`src/rtl/ahbl_pkg.sv`:
```
// ahbl_pkg: shared AHB-Lite codes and the slave state enum.
package ahbl_pkg;
   localparam logic [1:0] HTRANS_IDLE = 2'b00;
   localparam logic [1:0] HTRANS_BUSY = 2'b01;
   localparam logic [1:0] HTRANS_NONSEQ = 2'b10;
   localparam logic [1:0] HTRANS_SEQ = 2'b11;
   localparam logic [2:0] HSIZE_BYTE = 3'd0;
   localparam logic [2:0] HSIZE_HALF = 3'd1;
   localparam logic [2:0] HSIZE_WORD = 3'd2;
   typedef enum logic [1:0] {IDLE, DATA, ERR1, ERR2} state_t;
endpackage

```
`src/rtl/ahbl_byte_lane_dec.sv`:
```
// ahbl_byte_lane_dec: byte-lane enables and misalignment flag from HSIZE and addr[1:0].
module ahbl_byte_lane_dec
   import ahbl_pkg::*;
(
   input logic [2:0] size,
   input logic [1:0] addr,
   output logic [3:0] be,
   output logic misaligned
);
   always_comb begin
      be = size == HSIZE_BYTE ? 4'b0001 << addr :
           size == HSIZE_HALF ? (addr[1] ? 4'b1100 : 4'b0011) :
           size == HSIZE_WORD ? 4'b1111 : 4'b0000;
      misaligned = (size == HSIZE_HALF && addr[0]) || (size == HSIZE_WORD && addr != 2'b00);
   end
endmodule

```
`src/rtl/ahbl_sram_slave.sv`:
```
// ahbl_sram_slave: AHB-Lite slave driving a single-port synchronous SRAM.
// Define AHBL_SRAM_ALIGN_ERR_EN to answer misaligned transfers with ERROR.
module ahbl_sram_slave
   import ahbl_pkg::*;
#(
   parameter int ADDR_WIDTH = 12,
   parameter int WAIT_STATES = 1
) (
   input logic HCLK,
   input logic HRESET,
   input logic HSEL,
   input logic [31:0] HADDR,
   input logic [1:0] HTRANS,
   input logic HWRITE,
   input logic [2:0] HSIZE,
   input logic [2:0] HBURST,
   input logic [31:0] HWDATA,
   input logic HREADYIN,
   output logic HREADYOUT,
   output logic HRESP,
   output logic [31:0] HRDATA,
   output logic [ADDR_WIDTH-3:0] MEM_ADDR,
   output logic MEM_WE,
   output logic MEM_RE,
   output logic [3:0] MEM_BE,
   output logic [31:0] MEM_WDATA,
   input logic [31:0] MEM_RDATA
);
   state_t state;
   logic [2:0] cnt;
   logic wr;
   logic [3:0] be;
   logic mis, sample, bad, go;
   logic unused;
   ahbl_byte_lane_dec u_dec (.size(HSIZE), .addr(HADDR[1:0]), .be(be), .misaligned(mis));
   always_comb begin
      HREADYOUT = state == DATA ? cnt == 3'd0 : state != ERR1;
      HRESP = state == ERR1 || state == ERR2;
      HRDATA = state == DATA && cnt == 3'd0 && !wr ? MEM_RDATA : 32'd0;
      MEM_WDATA = HWDATA;
      sample = HSEL && HREADYIN && HREADYOUT && (HTRANS == HTRANS_NONSEQ || HTRANS == HTRANS_SEQ);
`ifdef AHBL_SRAM_ALIGN_ERR_EN
      bad = HSIZE > HSIZE_WORD || mis;
`else
      bad = HSIZE > HSIZE_WORD;
`endif
      go = sample && !bad;
   end
`ifdef AHBL_SRAM_ALIGN_ERR_EN
   assign unused = ^{HBURST, HADDR[31:ADDR_WIDTH]};
`else
   assign unused = ^{HBURST, HADDR[31:ADDR_WIDTH], mis};
`endif
   // A new address phase is only taken in a ready cycle: IDLE, last DATA cycle or ERR2.
   always_ff @(posedge HCLK or posedge HRESET)
      if (HRESET) begin
         state <= IDLE;
         cnt <= 3'd0;
         wr <= 1'b0;
         MEM_WE <= 1'b0;
         MEM_RE <= 1'b0;
         MEM_BE <= 4'd0;
         MEM_ADDR <= '0;
      end else begin
         MEM_WE <= go && HWRITE;
         MEM_RE <= go && !HWRITE;
         if (state == ERR1)
            state <= ERR2;
         else if (state == DATA && cnt != 3'd0)
            cnt <= cnt - 3'd1;
         else begin
            state <= sample ? (bad ? ERR1 : DATA) : IDLE;
            cnt <= go ? 3'(WAIT_STATES) : 3'd0;
            if (go) begin
               wr <= HWRITE;
               MEM_ADDR <= HADDR[ADDR_WIDTH-1:2];
               MEM_BE <= be;
            end
         end
      end
endmodule

```
`config.mk`:
```
export PLATFORM = sky130hd
export DESIGN_NAME = ahbl_sram_slave
export DESIGN_NICKNAME = d
export VERILOG_FILES = /design/src/rtl/ahbl_pkg.sv /design/src/rtl/ahbl_byte_lane_dec.sv /design/src/rtl/ahbl_sram_slave.sv
export SDC_FILE = /design/constraint.sdc
export NUM_CORES = 1
export LEC_CHECK = 0
export BUFFER_PORTS_ARGS = -buffer_cell sky130_fd_sc_hd__buf_2
export CORE_MARGIN = 8
export CORE_UTILIZATION = 32
export CTS_CLUSTER_DIAMETER = 100
export CTS_CLUSTER_SIZE = 24
export DETAILED_ROUTE_END_ITERATION = 8
export PLACE_DENSITY_LB_ADDON = 0.2
export SLEW_MARGIN = 20
export SYNTH_ARGS = -nofsm -noshare
export SYNTH_HDL_FRONTEND = slang
export SYNTH_SLANG_ARGS = --single-unit
```
`constraint.sdc`:
```
create_clock -name HCLK -period 2 [get_ports HCLK]
set_clock_uncertainty 0.15 [all_clocks]
set_input_delay 0.5 -clock HCLK [delete_from_list [all_inputs] [get_ports HCLK]]
set_output_delay 0.5 -clock HCLK [all_outputs]
set_load 0.03 [all_outputs]
```
==> results.cfg <==
[status]
status = finished with violations
failed_checks = setup timing

[setup_path]
crit_required_ps = 1350
reg2reg_from = cnt[0]
crit_type = flop to output port
critical_path.max_fanout = 32
arrival_ps = 1600
start_kind = flop
critPathLaunch = state[1]
worst_setup_path_end_kind = output port

[place]
dpl.hpwl_um = 3450
placed_cell_area_mm2 = 0.00190
gp_congestion = 0.662
port_buffers = 102
pre_cts_slack_ps = -65.9

[clock_network]
hold_buffers = 0
cts_buffer_depth = 2
clk_pin_slew_worst_paths_ps = 80
root_buffer = clkbuf_8
cts_sinks = 22
cts-buffers-inserted = 3
cts_tree = built
clock_latency_ps = 260
cts_max_level = 1

[timing]
post-route-period-util_pct = 112
maxSlewHeadroom_pct = 79.8
maxSlewViolCount = 0
fmax_mhz = 445
rsz0062_at_grt = true
finalCriticalPeriod_ps = 2250
worst_pin_slew_ps = 300
hold_violations = 0
fin_ws_ps = -248
setup_viol = 32

[floorplan]
row_count = 24
io_pins = 191
die_area_mm2 = 0.00694
die_x_um = 83.3
core_area_mm2 = 0.00435
start_util_pct = 33.3
die_y_um = 83.3

[global_route]
grt_max_degree = 33
grt_pass1_wl_um = 6960
grt-ovfl-total = 0
grt_antenna_before_repair = 1
grt_use_total_pct = 11.7
grt_pass1_vias = 1366

[synth]
yosys.area.top_type = dfrtp_1
synth-simple-area-share_pct = 22.5
ys_seq_area_share_pct = 38.0
muxShareOfSynthArea_pct = 10.9
synth_cell_types = 25
yosys_warnings = 0
synthAdderAreaFrac_pct = 1.73
ys_dominant_reg_cell = dfrtp_1
synth_commonest_cells = and2_1 (32), buf_4 (32), dfrtp_1 (22), mux2_1 (14), inv_1 (6)
yosysTopAreaCellShare_pct = 38.0
synth-edff-count = 0
synth_xor_xnor_area_share_pct = 0
async_flop_share_pct = 100
synth_area_leaders = dfrtp_1 (38%), buf_4 (17%), and2_1 (14%)
synthesis.nets = 260
postSynthAreaPerCell_um2 = 9.72
synth-seq-cells = 22
synth_top_family_by_area = simple AND/OR/NAND/NOR gates
synth_cells = 149
syn_area_mm2 = 0.00145
synth-compound-area-share_pct = 6.82

[layout]
multi_input_comb_area_um2 = 688
fin_area_mm2 = 0.00224
drive_above_1_share_pct = 69.5
seqCellArea_um2 = 551
area_growth_pct = 54.7
fin_nets = 345
n_fill_cell = 393

[drt]
ant_nets = 0
drt-wirelength-per-cell_um = 15.3
drt_iter0_drc = 12
avgViaCountPerCell = 4.49
dr.pass1.iters = 2
postRouteWirelength_um = 4380
drc_errors = 0
num_vias = 1285

[power_and_ir_drop]
p_leak_nw = 1.20
peakVddDrop_mv = 0.867
p_per_area_mw_per_mm2 = 1290

[job]
drv_cap = 0

[min_path]
min_path_type = input port to asynchronous set/reset pin
[worst paths after layout]
check                      slack (ps)  cells after the start          end
min in group HCLK                 250                      2       MEM_RE
hold reg to reg                   340                      1  MEM_ADDR[4]
max in group asynchronous        1380                      3       cnt[0]
hold / removal                    100                      3  MEM_ADDR[5]
setup reg to reg                  150                      8  MEM_ADDR[1]
setup / recovery                 -250                      5    HRDATA[7]
[logic make-up (layout without fill, tap and decap cells)]
logic type	count (synthesis)	after routing
AO/OA/AOI/OAI	15	15
adder cells (fa/ha/maj)	2	2
AND/OR/NAND/NOR	53	53
buffers and inverters	43	127
flip-flops	22	22
other	0	1
multiplexers	14	14
[cell type report]
class,count,area share [%]
clock buffer,3,1.84
inverter,6,1.00
tap,52,2.90
clock inverter,1,1.34
timing repair buffer,117,37.6
antenna,1,0.112
multi-input combinational,84,30.7
sequential,22,24.6
[cell usage in the layout (no fill, tap or decap), types with 3 or more instances in the layout]
cell type and instances:
a21oi_1 5, and2_2 28, buf_2 69, buf_4 14, buf_6 33, clkbuf_8 3, dfrtp_1 22, inv_1 4
mux2_1 14, nand2_1 3, nor2_1 5, o21ai_0 5
[worst max-delay path, cell delays in order, from the launching register on]
cell,delay (ps)
dfrtp_1,390
nand2b_4,150
nor4b_4,300
buf_12,190
and2_2,170
buf_6,130
[power by group]
| part | switching (mW) | internal (mW) | total [mW] |
|---|---|---|---|
| combinational | 1.00 | 0.783 | 1.79 |
| sequential | 0.0862 | 0.609 | 0.695 |
| clock | 0.140 | 0.267 | 0.407 |
| total | 1.23 | 1.66 | 2.89 |
[sequential cells by signal (all words and copies together) (netlist names)]
signal,flops
MEM_ADDR,10
MEM_BE,4
MEM_RE,1
MEM_WE,1
state,2
wr,1
cnt,3
[per-stage QoR]
stage / hold slack [ps] / utilization, % / setup TNS (ps) / power (mW) / cells
finish: 104 / 51.5 / -7340 / 2.89 / 286
global route: 123 / 51.5 / -9800 / 3.06 / 286
CTS: 114 / 51.1 / -7970 / 2.89 / 284
detailed placement: 322 / 43.7 / -1780 / 2.22 / 278
global placement: 320 / 43.7 / -1250 / 2.21 / 278
floorplan: 300 / - / 0 / 1.82 / 149
[repair_timing]
item,4_1_cts,5_1_grt
gates resized for setup,72,5
endpoints found under the setup margin,33,39
cloned,0,0
setup buffers,2,2
pin swaps,1,1
[metal layers]
| layer | GRT usage, % | up-vias | routed length [um] |
|---|---|---|---|
| met1 | 13.6 | 558 | 1850 |
| met2 | 17.7 | 111 | 1850 |
| met3 | 7.62 | 2 | 648 |
| met5 | 0 | - | 0 |
| li1 | - | 614 | - |
| met4 | 2.40 | 0 | 36 |
(Power assumes the default switching activity.)
